[config.mk]
export PLATFORM = sky130hd
export DESIGN_NAME = apb_requester
export DESIGN_NICKNAME = d
export VERILOG_FILES = /design/src/rtl/apb_requester.sv
export SDC_FILE = /design/constraint.sdc
export NUM_CORES = 1
export LEC_CHECK = 0
export ABC_AREA = 1
export CELL_PAD_IN_SITES_DETAIL_PLACEMENT = 1
export CELL_PAD_IN_SITES_GLOBAL_PLACEMENT = 1
export CORE_ASPECT_RATIO = 0.5
export CORE_MARGIN = 8
export CORE_UTILIZATION = 24
export CTS_BUF_LIST = sky130_fd_sc_hd__clkbuf_4 sky130_fd_sc_hd__clkbuf_8
export CTS_CLUSTER_DIAMETER = 30
export DETAILED_ROUTE_END_ITERATION = 12
export PLACE_DENSITY_LB_ADDON = 0.1
export RECOVER_POWER = 25
export SYNTH_ARGS = -nofsm -noshare
export SYNTH_HDL_FRONTEND = slang
export SYNTH_SLANG_ARGS = --single-unit
[constraint.sdc]
create_clock -name PCLK -period 1.4 [get_ports PCLK]
set_input_delay 0.35 -clock PCLK [delete_from_list [all_inputs] [get_ports PCLK]]
set_output_delay 0.35 -clock PCLK [all_outputs]
set_load 0.01 [all_outputs]
[src/rtl/apb_requester.sv]
`default_nettype none
// ============================================================================
// Module   : apb_requester
// Purpose  : APB4 requester. Takes one transfer command at a time on a
//            valid/ready port, runs it through the APB SETUP and ACCESS
//            phases, and returns read data and error status on a one-cycle
//            response strobe.
// Ports    : PCLK/PRESET         - rising-edge clock, synchronous active-high reset
//            cmd_*               - command port (valid/ready handshake)
//            PSEL..PSTRB         - APB request signals
//            PREADY/PRDATA/PSLVERR - APB completer response
//            rsp_*               - response strobe, read data, error, timeout
//            busy                - high whenever a transfer is in progress
// Options  : APB_REQUESTER_TIMEOUT_EN - abort an ACCESS phase that has waited
//            TIMEOUT_CYCLES cycles without PREADY. Undefined: wait forever.
// Revision : 1.0 - initial release
// ============================================================================
module apb_requester #(
    parameter int ADDR_WIDTH     = 32,
    parameter int DATA_WIDTH     = 32,
    parameter int TIMEOUT_CYCLES = 16
) (
    input  logic                    PCLK,
    input  logic                    PRESET,
    input  logic                    cmd_valid,
    output logic                    cmd_ready,
    input  logic                    cmd_write,
    input  logic [ADDR_WIDTH-1:0]   cmd_addr,
    input  logic [DATA_WIDTH-1:0]   cmd_wdata,
    input  logic [DATA_WIDTH/8-1:0] cmd_strb,
    output logic                    PSEL,
    output logic                    PENABLE,
    output logic                    PWRITE,
    output logic [ADDR_WIDTH-1:0]   PADDR,
    output logic [DATA_WIDTH-1:0]   PWDATA,
    output logic [DATA_WIDTH/8-1:0] PSTRB,
    input  logic                    PREADY,
    input  logic [DATA_WIDTH-1:0]   PRDATA,
    input  logic                    PSLVERR,
    output logic                    rsp_valid,
    output logic [DATA_WIDTH-1:0]   rsp_rdata,
    output logic                    rsp_error,
    output logic                    rsp_timeout,
    output logic                    busy
);

    localparam int c_strb_w = DATA_WIDTH / 8;

    localparam logic [1:0] S_IDLE   = 2'd0;
    localparam logic [1:0] S_SETUP  = 2'd1;
    localparam logic [1:0] S_ACCESS = 2'd2;

    // Elaboration-time guard against illegal configurations.
    if (TIMEOUT_CYCLES < 1 ||
        !(DATA_WIDTH == 8 || DATA_WIDTH == 16 || DATA_WIDTH == 32)) begin : g_param_check
        $error("apb_requester: illegal DATA_WIDTH or TIMEOUT_CYCLES");
    end

    logic [1:0]            r_state;
    logic [1:0]            w_state_nxt;
    logic                  w_psel;
    logic                  w_penable;
    logic                  w_cmd_ready;
    logic                  w_handshake;
    logic                  w_complete;
    logic                  w_timeout;

    logic                  r_pwrite;
    logic [ADDR_WIDTH-1:0] r_paddr;
    logic [DATA_WIDTH-1:0] r_pwdata;
    logic [c_strb_w-1:0]   r_pstrb;
    logic                  r_rsp_valid;
    logic [DATA_WIDTH-1:0] r_rsp_rdata;
    logic                  r_rsp_error;

    assign w_handshake = cmd_valid && w_cmd_ready;
    assign w_complete  = (r_state == S_ACCESS) && PREADY;

    // ------------------------------------------------------------------
    // FSM: next state and decoded outputs
    // ------------------------------------------------------------------
    always_comb begin
        w_state_nxt = r_state;
        w_psel      = 1'b0;
        w_penable   = 1'b0;
        w_cmd_ready = 1'b0;
        case (r_state)
            S_IDLE: begin
                w_cmd_ready = 1'b1;
                if (cmd_valid) w_state_nxt = S_SETUP;
            end
            S_SETUP: begin
                w_psel      = 1'b1;
                w_state_nxt = S_ACCESS;
            end
            S_ACCESS: begin
                w_psel    = 1'b1;
                w_penable = 1'b1;
                if (PREADY || w_timeout) w_state_nxt = S_IDLE;
            end
            default: w_state_nxt = S_IDLE;
        endcase
    end

    // ------------------------------------------------------------------
    // State, request and response registers
    // ------------------------------------------------------------------
    always_ff @(posedge PCLK) begin
        if (PRESET) begin
            r_state     <= S_IDLE;
            r_pwrite    <= 1'b0;
            r_paddr     <= '0;
            r_pwdata    <= '0;
            r_pstrb     <= '0;
            r_rsp_valid <= 1'b0;
            r_rsp_rdata <= '0;
            r_rsp_error <= 1'b0;
        end else begin
            r_state     <= w_state_nxt;
            r_rsp_valid <= w_complete || w_timeout;
            if (w_handshake) begin
                r_pwrite <= cmd_write;
                r_paddr  <= cmd_addr;
                r_pwdata <= cmd_wdata;
                // Reads present all-zero strobes on the bus.
                r_pstrb  <= cmd_write ? cmd_strb : '0;
            end
            if (w_complete) begin
                r_rsp_rdata <= r_pwrite ? '0 : PRDATA;
                r_rsp_error <= PSLVERR;
            end else if (w_timeout) begin
                r_rsp_rdata <= '0;
                r_rsp_error <= 1'b1;
            end
        end
    end

`ifdef APB_REQUESTER_TIMEOUT_EN
    // Counts not-ready ACCESS cycles. The limit fires on the last not-ready
    // cycle, so a PREADY arriving in that cycle completes normally.
    localparam int c_cnt_w = $clog2(TIMEOUT_CYCLES + 1);
    localparam logic [c_cnt_w-1:0] c_limit = c_cnt_w'(TIMEOUT_CYCLES - 1);

    logic [c_cnt_w-1:0] r_wait_cnt;
    logic               r_rsp_timeout;

    assign w_timeout = (r_state == S_ACCESS) && !PREADY && (r_wait_cnt == c_limit);

    always_ff @(posedge PCLK) begin
        if (PRESET) begin
            r_wait_cnt    <= '0;
            r_rsp_timeout <= 1'b0;
        end else begin
            if (w_handshake) begin
                r_wait_cnt <= '0;
            end else if (r_state == S_ACCESS && !PREADY) begin
                r_wait_cnt <= r_wait_cnt + 1'b1;
            end
            if (w_complete) begin
                r_rsp_timeout <= 1'b0;
            end else if (w_timeout) begin
                r_rsp_timeout <= 1'b1;
            end
        end
    end

    assign rsp_timeout = r_rsp_timeout;
`else
    assign w_timeout   = 1'b0;
    assign rsp_timeout = 1'b0;
`endif

    assign cmd_ready = w_cmd_ready;
    assign busy      = (r_state != S_IDLE);
    assign PSEL      = w_psel;
    assign PENABLE   = w_penable;
    assign PWRITE    = r_pwrite;
    assign PADDR     = r_paddr;
    assign PWDATA    = r_pwdata;
    assign PSTRB     = r_pstrb;
    assign rsp_valid = r_rsp_valid;
    assign rsp_rdata = r_rsp_rdata;
    assign rsp_error = r_rsp_error;

endmodule
`default_nettype wire
==> summary.txt, run 1 <==
Outcome
  • Outcome: finished with violations
  • Failing checks: negative setup slack

Floorplan
  • # IOs: 214
  • Height of the chip: 105 um
  • Placement Rows: 32
  • Initial standard-cell utilization of the core: 24.6%
  • Overall die area: 20400 um2
  • Floorplan core area: 15500 um2
  • Die extent in x: 194 um

Timing
  • Final WS setup: -0.0958 ns
  • Clock skew: between 0.015 and 0.02 ns
  • Final max-slew violation count: 0
  • Final setup violation count: 4
  • Final Cycle Share: 107%
  • Fmax: between 0.6 and 0.7 GHz
  • Final hold viol count: 0
  • Worst Hold Margin: 0.468 ns
  • Setup repair after global routing missed its margin: yes
  • Post-layout min period: 1.50 ns

Clock network
  • Sinks on the clock net: 105
  • Latest clock arrival within the worst-skew pair: between 0.3 and 0.4 ns
  • H-tree depth: 3
  • Clock slew at reported path FFs: 0.11 ns
  • Clk buf depth: 2
  • Hold-fix buffers at CTS: 0
  • CTS Buf Count: 9
  • CTS tree: done
  • Master cell of the clock root buffer: sky130_fd_sc_hd__clkbuf_8

Placed design
  • Post-Place Cell Area: 6310 um2
  • Weighted congestion at the end of routability-driven global placement: 0.708
  • Post-placement setup slack: -0.194 ns
  • Port bufs: 212
  • Cell count after placement: roughly 890
  • HPWL after detailed placement: 10.7 mm

GRT
  • GRT Overall Usage: 13.8%
  • Initial antenna violation count: 1
  • Overflow left after global routing: 0
  • Global-route wire length before repair: 22.6 mm
  • Maximum number of pins on one net before global-route repair: between 40 and 50
  • Vias in the first global route: 3976

Worst setup path
  • Kind of end point of the critical path: primary output
  • CP most frequent cell: sky130_fd_sc_hd__buf_6
  • Cell family contributing the most delay on the critical path: flip-flops
  • Nature of the critical path startpoint: register
  • Worst stage delay on the critical path: 0.38 ns
  • FF-to-FF setup slack: 0.02 ns
  • Data arrival at the endpoint of the critical path: 1.15 ns
  • Worst-case reg-to-reg path depth: 8
  • Largest fanout on the critical path: 3
  • Critical Setup Path Class: register to primary output
  • Reg-to-reg critical path startpoint: r_state[1]$_SDFFE_PP0P_
  • Endpoint of the worst-slack reg-to-reg timing path: rsp_rdata[19]$_SDFFE_PP0P_
  • Number of buffer and inverter stages on the critical path: 2
  • Worst Path Required: 1.05 ns
  • Cells along the critical path: buf_6, ha_4, buf_6
  • Slowest-stage cell, CP: sky130_fd_sc_hd__dfxtp_4

Synth
  • Nets in the synthesized netlist: 585
  • Post-synthesis instance area: 3820 um2
  • Post-synthesis cell type with the largest combined area: sky130_fd_sc_hd__dfxtp_1
  • Warning count from the yosys run: 0
  • Simple-gate portion of the synthesized area: roughly 23%
  • Leading post-synthesis cells by cell area: sky130_fd_sc_hd__dfxtp_1 55%, sky130_fd_sc_hd__o21ai_0 13%, sky130_fd_sc_hd__nor2_1 12%, sky130_fd_sc_hd__nand2_1 4.4%, sky130_fd_sc_hd__nand3_1 4.3%
  • Post-synthesis instance total: approximately 480
  • XOR/XNOR share of the synthesized area: 0%
  • Synth Area in Compound Gates: 13.6%
  • Share of synthesized cell area in full adder, half adder and majority cells: 1.31%
  • Portion of netlist area occupied by mux cells: 0%
  • Library cells used by synthesis: 20
  • Main combinational cell family by area after synthesis: simple AND/OR/NAND/NOR gates
  • Synth top area share: 55.1%
  • Syn Area/Cell: 8.04 um2
  • Sequential share of the synthesized area: 55.1%
  • Seq cells post-synth: approximately 110

Finish
  • Most common cell after layout, fill and taps aside: sky130_fd_sc_hd__nor2_1
  • Post-route standard cell area excluding fillers: 6700 um2
  • Number of filler instances in the final layout: 1821
  • Most frequent cells in the layout: 117 x sky130_fd_sc_hd__nor2_1, 105 x sky130_fd_sc_hd__clkdlybuf4s50_1, 102 x sky130_fd_sc_hd__dfxtp_1
  • Final Instance Count excl. Fillers: 910
  • Final net count: 811
  • Antenna diode count: 0
  • Fraction of layout cells with a size suffix above 1: ~13%
  • Area Overhead vs Synth: 75.6%

Power and ir drop
  • Clock share of power: around 22%
  • Leakage dissipation: 2.84 nW
  • Sequential power share: 38.6%
  • Combinational Power Share: roughly 40%
  • Switching fraction of total power: 34.1%
  • Sw Pwr: 3.39 mW
  • Worst vdd ir: 0.000445 V
  • Power density relative to cell area: ~1500 nW/um2
  • Cell-internal power: 6.56 mW
  • Post-layout total power: 9.96 mW

Route
  • Total iterations of the first detailed-routing run: 4
  • Final routed wire length divided by cell count: 16.7 um
  • Post-detailed-route count of antenna-violating nets: 0
  • Wire length after detailed routing: 15.2 mm
  • Routed vias: 3927
  • Drt first-iter violations: 78
  • Detailed-route DRC error count: 0
  • Number of vias per cell after detailed routing: 4.32

Worst hold path
  • Hold path startpoint: PSTRB[3]$_SDFFE_PP0P_
  • Type of the most critical hold path: register to register
  • Cell count of the worst hold path: 2
  • Endpoint of the worst hold path: PSTRB[3]$_SDFFE_PP0P_

Job
  • Max-cap violation count: 0
## through the flow
step           setup TNS (ns)  util (%)
3_3_place_gp           -11.88      40.7
6_report               -0.276      43.3
3_5_place_dp           -14.95      40.7
2_1_floorplan               0         -
4_1_cts                 -2.71      41.9
5_1_grt                -0.898      43.3
## cell families after synthesis
group           count (synthesis)
fa+ha+maj                       4
simple gates                  215
other cells                     1
buf+inv                        46
compound gates                104
flops                         105
## registers in the layout, indices dropped and copies added, names as in the netlist
name	count
PADDR	32
PWDATA	32
rsp_rdata	32
PSTRB	4
r_state	2
PWRITE	1
rsp_error	1
rsp_valid	1
## how the worst max path moves through the flow
stage	end	slack, ns	from	cells after the start
6_report	PENABLE	-0.1	r_state[1]$_SDFFE_PP0P_	3
2_1_floorplan	rsp_rdata[22]$_SDFFE_PP0P_	0.06	r_state[0]$_SDFFE_PP0P_	7
3_3_place_gp	PSEL	-0.15	r_state[1]$_SDFFE_PP0P_	3
5_1_grt	PSEL	-0.15	r_state[1]$_SDFFE_PP0P_	3
3_5_place_dp	PWDATA[17]$_SDFFE_PP0P_	-0.19	cmd_valid	6
4_1_cts	PENABLE	-0.21	r_state[1]$_SDFFE_PP0P_	3
## per-layer routing
metal	vias up	routed length (um)	track usage [%]
met5	-	13	0
met4	2	110	3.09
met3	12	812	4.64
met2	91	7630	24.2
met1	1829	6640	16.1
li1	1993	-	-
## power groups by stage
stage	logic, mW	registers, mW	clock network (mW)
2_1_floorplan	1.45	4.14	0
3_3_place_gp	3.77	3.88	0
3_5_place_dp	3.82	3.90	0
4_1_cts	3.60	3.83	2.32
5_1_grt	4.29	3.93	2.43
6_report	3.90	3.85	2.21
## cells in the mapped netlist
cell / instances
sky130_fd_sc_hd__nand2_1: 45
sky130_fd_sc_hd__nor2_1: 122
sky130_fd_sc_hd__buf_6: 7
sky130_fd_sc_hd__buf_4: 2
sky130_fd_sc_hd__o21ai_0: 96
sky130_fd_sc_hd__nand3_1: 33
sky130_fd_sc_hd__buf_12: 1
sky130_fd_sc_hd__clkbuf_1: 19
sky130_fd_sc_hd__nor2_2: 10
sky130_fd_sc_hd__ha_1: 4
sky130_fd_sc_hd__nand4_1: 4
sky130_fd_sc_hd__conb_1: 1
sky130_fd_sc_hd__nand2_2: 1
sky130_fd_sc_hd__o21ai_1: 1
sky130_fd_sc_hd__dfxtp_1: 105
sky130_fd_sc_hd__inv_1: 10
sky130_fd_sc_hd__inv_2: 2
sky130_fd_sc_hd__a21oi_1: 7
sky130_fd_sc_hd__clkbuf_2: 2
sky130_fd_sc_hd__buf_2: 3
## area by class of cell
| class | count | area, um2 | area share [%] |
|---|---|---|---|
| Tap cell | 204 | 255 | 3.81 |
| Multi-Input combinational cell | 324 | 1560 | 23.3 |
| Clock inverter | 5 | 86.3 | 1.29 |
| Sequential cell | 105 | 2110 | 31.4 |
| Timing Repair Buffer | 249 | 2480 | 37.1 |
| Inverter | 12 | 65.1 | 0.971 |
| Clock buffer | 11 | 145 | 2.16 |
## worst register-to-register path: stages (launching register included)
cell	delay, ns
sky130_fd_sc_hd__dfxtp_4	0.38
sky130_fd_sc_hd__buf_6	0.12
sky130_fd_sc_hd__ha_4	0.16
sky130_fd_sc_hd__buf_4	0.14
sky130_fd_sc_hd__nand2_4	0.08
sky130_fd_sc_hd__inv_4	0.06
sky130_fd_sc_hd__nand2_8	0.10
sky130_fd_sc_hd__clkbuf_16	0.18
sky130_fd_sc_hd__o21ai_0	0.07
## repair_timing
item	4_1_cts	5_1_grt
resized for setup	150	145
buffers inserted	0	2
endpoints found under the setup margin	180	166
cloned	1	6
pin swaps	1	1
(Power assumes the default switching activity.)
==> run 2: changes to the inputs <==
--- a/config.mk
+++ b/config.mk
@@ -9,7 +9,6 @@
 export CELL_PAD_IN_SITES_DETAIL_PLACEMENT = 1
 export CELL_PAD_IN_SITES_GLOBAL_PLACEMENT = 1
 export CORE_ASPECT_RATIO = 0.5
-export CORE_MARGIN = 8
 export CORE_UTILIZATION = 24
 export CTS_BUF_LIST = sky130_fd_sc_hd__clkbuf_4 sky130_fd_sc_hd__clkbuf_8
 export CTS_CLUSTER_DIAMETER = 30
==> run 2 against run 1 <==
Compared with the run above: worst setup slack worse by 0.0075 ns; critical path depth up 1; utilization down 0.54 points; highest routed layer is now met4; the run still ends with negative setup slack left; sequential share of layout area up 0.46 points; cell count down 0.22%; clock power down 3%; register-to-register slack about the same; die area down 20%; cell area down 1.5%; count of clock-buffer cells in the layout down 2.
==> summary.txt, run 2 (synthesis gave the netlist of run 1 again) <==
Route
  • Final routed wire length divided by cell count: 14.7 um
  • Routed vias: 3882
  • Post-detailed-route count of antenna-violating nets: 0
  • Wire length after detailed routing: 13.3 mm
  • Detailed-route DRC error count: 0
  • Drt first-iter violations: 101
  • Number of vias per cell after detailed routing: about 4.3
  • Total iterations of the first detailed-routing run: 4

Clock network
  • Clock slew at reported path FFs: 0.10 ns
  • CTS Buf Count: 9
  • Latest clock arrival within the worst-skew pair: between 0.3 and 0.4 ns
  • Clk buf depth: 2
  • H-tree depth: 3
  • CTS tree: done
  • Sinks on the clock net: ~110
  • Hold-fix buffers at CTS: 0
  • Master cell of the clock root buffer: sky130_fd_sc_hd__clkbuf_8

Power and ir drop
  • Power density relative to cell area: ~1500 nW/um2
  • Leakage dissipation: 2.85 nW
  • Worst vdd ir: approximately 0.00053 V

Finish
  • Most frequent cells in the layout: 121 x sky130_fd_sc_hd__nor2_1, 105 x sky130_fd_sc_hd__clkdlybuf4s50_1, 101 x sky130_fd_sc_hd__dfxtp_1
  • Antenna diode count: 0
  • Post-route standard cell area excluding fillers: 6600 um2
  • Fraction of layout cells with a size suffix above 1: a little under an eighth
  • Final Instance Count excl. Fillers: 908
  • Final net count: 809
  • Area Overhead vs Synth: 73.0%
  • Most common cell after layout, fill and taps aside: sky130_fd_sc_hd__nor2_1
  • Number of filler instances in the final layout: 1816

Timing
  • Final hold viol count: 0
  • Post-layout min period: between 1.5 and 2 ns
  • Clock skew: 0.0135 ns
  • Fmax: ~0.67 GHz
  • Setup repair after global routing missed its margin: yes
  • Final Cycle Share: 107%
  • Final setup violation count: 4
  • Final max-slew violation count: 0
  • Final WS setup: -0.103 ns

Placed design
  • Weighted congestion at the end of routability-driven global placement: 0.714
  • Cell count after placement: around 880
  • Port bufs: around 210
  • HPWL after detailed placement: approximately 9.0 mm
  • Post-placement setup slack: -0.218 ns
  • Post-Place Cell Area: 6270 um2

Worst setup path
  • Data arrival at the endpoint of the critical path: 1.15 ns
  • Reg-to-reg critical path startpoint: r_state[1]$_SDFFE_PP0P_
  • Kind of end point of the critical path: primary output
  • Cells along the critical path: inv_2, buf_6, ha_4, buf_6
  • Launch point of the worst path: r_state[1]$_SDFFE_PP0P_
  • CP most frequent cell: sky130_fd_sc_hd__buf_6
  • Worst stage delay on the critical path: 0.36 ns
  • Worst-case reg-to-reg path depth: 8
  • Nature of the critical path startpoint: register
  • Critical Setup Path Class: register to primary output
  • Worst setup path endpoint: cmd_ready
  • FF-to-FF setup slack: 0.03 ns
  • Worst Path Required: 1.05 ns
  • Endpoint of the worst-slack reg-to-reg timing path: rsp_rdata[5]$_SDFFE_PP0P_
  • Largest fanout on the critical path: 2
  • Slowest-stage cell, CP: sky130_fd_sc_hd__dfxtp_2

Floorplan
  • Initial standard-cell utilization of the core: about a quarter
  • Overall die area: between 15000 and 20000 um2
  • Placement Rows: 32
  • # IOs: 214
  • Height of the chip: 91.2 um
  • Die extent in x: approximately 180 um
  • Floorplan core area: 15500 um2

GRT
  • GRT Overall Usage: 16.3%
  • Overflow left after global routing: 0
  • Global-route wire length before repair: 21.2 mm
  • Initial antenna violation count: 0
  • Vias in the first global route: 4049
  • Maximum number of pins on one net before global-route repair: 65

Outcome
  • Failing checks: negative setup slack
  • Outcome: finished with violations

Job
  • Max-cap violation count: 0

Worst hold path
  • Type of the most critical hold path: register to register
  • Hold path startpoint: PSTRB[1]$_SDFFE_PP0P_
run 2: per-stage QoR:
stage,setup TNS (ns),util [%],hold slack [ns],total power [mW]
global route,-0.887,42.7,0.511,10.4
floorplan,0,-,0.419,5.58
finish,-0.266,42.7,0.469,9.75
detailed placement,-18.09,40.6,0.456,7.64
CTS,-0.403,42.2,0.469,9.75
global placement,-15.79,40.6,0.453,7.57
run 2: repair_timing:
action,in CTS,in global routing
gates cloned,3,1
endpoints found under the hold margin,0,0
gates resized for setup,150,98
buffers inserted,1,4
endpoints found under the setup margin,196,140
pin swaps,3,4
run 2: final cells by class:
type,instances,area (um2),area share [%]
Multi-Input combinational cell,324,1540,23.3
Tap cell,204,255,3.87
Sequential cell,105,2110,31.9
Clock buffer,9,124,1.88
Clock inverter,7,98.8,1.50
Timing Repair Buffer,247,2420,36.6
Inverter,12,62.6,0.948
run 2: worst max-delay path, delay by kind of cell, from the launching register on:
| family | cells | cell delay [ns] |
|---|---|---|
| buffers and inverters | 3 | 0.29 |
| adder cells (fa/ha/maj) | 1 | 0.15 |
| flip-flops | 1 | 0.36 |
run 2: how the worst min path moves through the flow:
| stage | slack, ns | cells past startpoint | to |
|---|---|---|---|
| 2_1_floorplan | 0.42 | 1 | PSTRB[0]$_SDFFE_PP0P_ |
| 3_3_place_gp | 0.45 | 2 | PSTRB[1]$_SDFFE_PP0P_ |
| 3_5_place_dp | 0.46 | 2 | PSTRB[1]$_SDFFE_PP0P_ |
| 4_1_cts | 0.47 | 2 | PSTRB[1]$_SDFFE_PP0P_ |
| 5_1_grt | 0.51 | 2 | PSTRB[1]$_SDFFE_PP0P_ |
| 6_report | 0.47 | 2 | PSTRB[1]$_SDFFE_PP0P_ |
run 2: metal layers:
| layer | share of wire (%) | global-route usage, % |
|---|---|---|
| met1 | 44 | 19.4 |
| met2 | 49 | 29.0 |
| met3 | 5.6 | 4.89 |
| met4 | 1.3 | 3.70 |
| met5 | 0 | 0 |
run 2: power breakdown:
part           total [mW]  internal [mW]  switching, mW
Combinational        3.78           1.88           1.91
Sequential           3.83           3.55          0.285
Clock                2.14           1.03           1.11
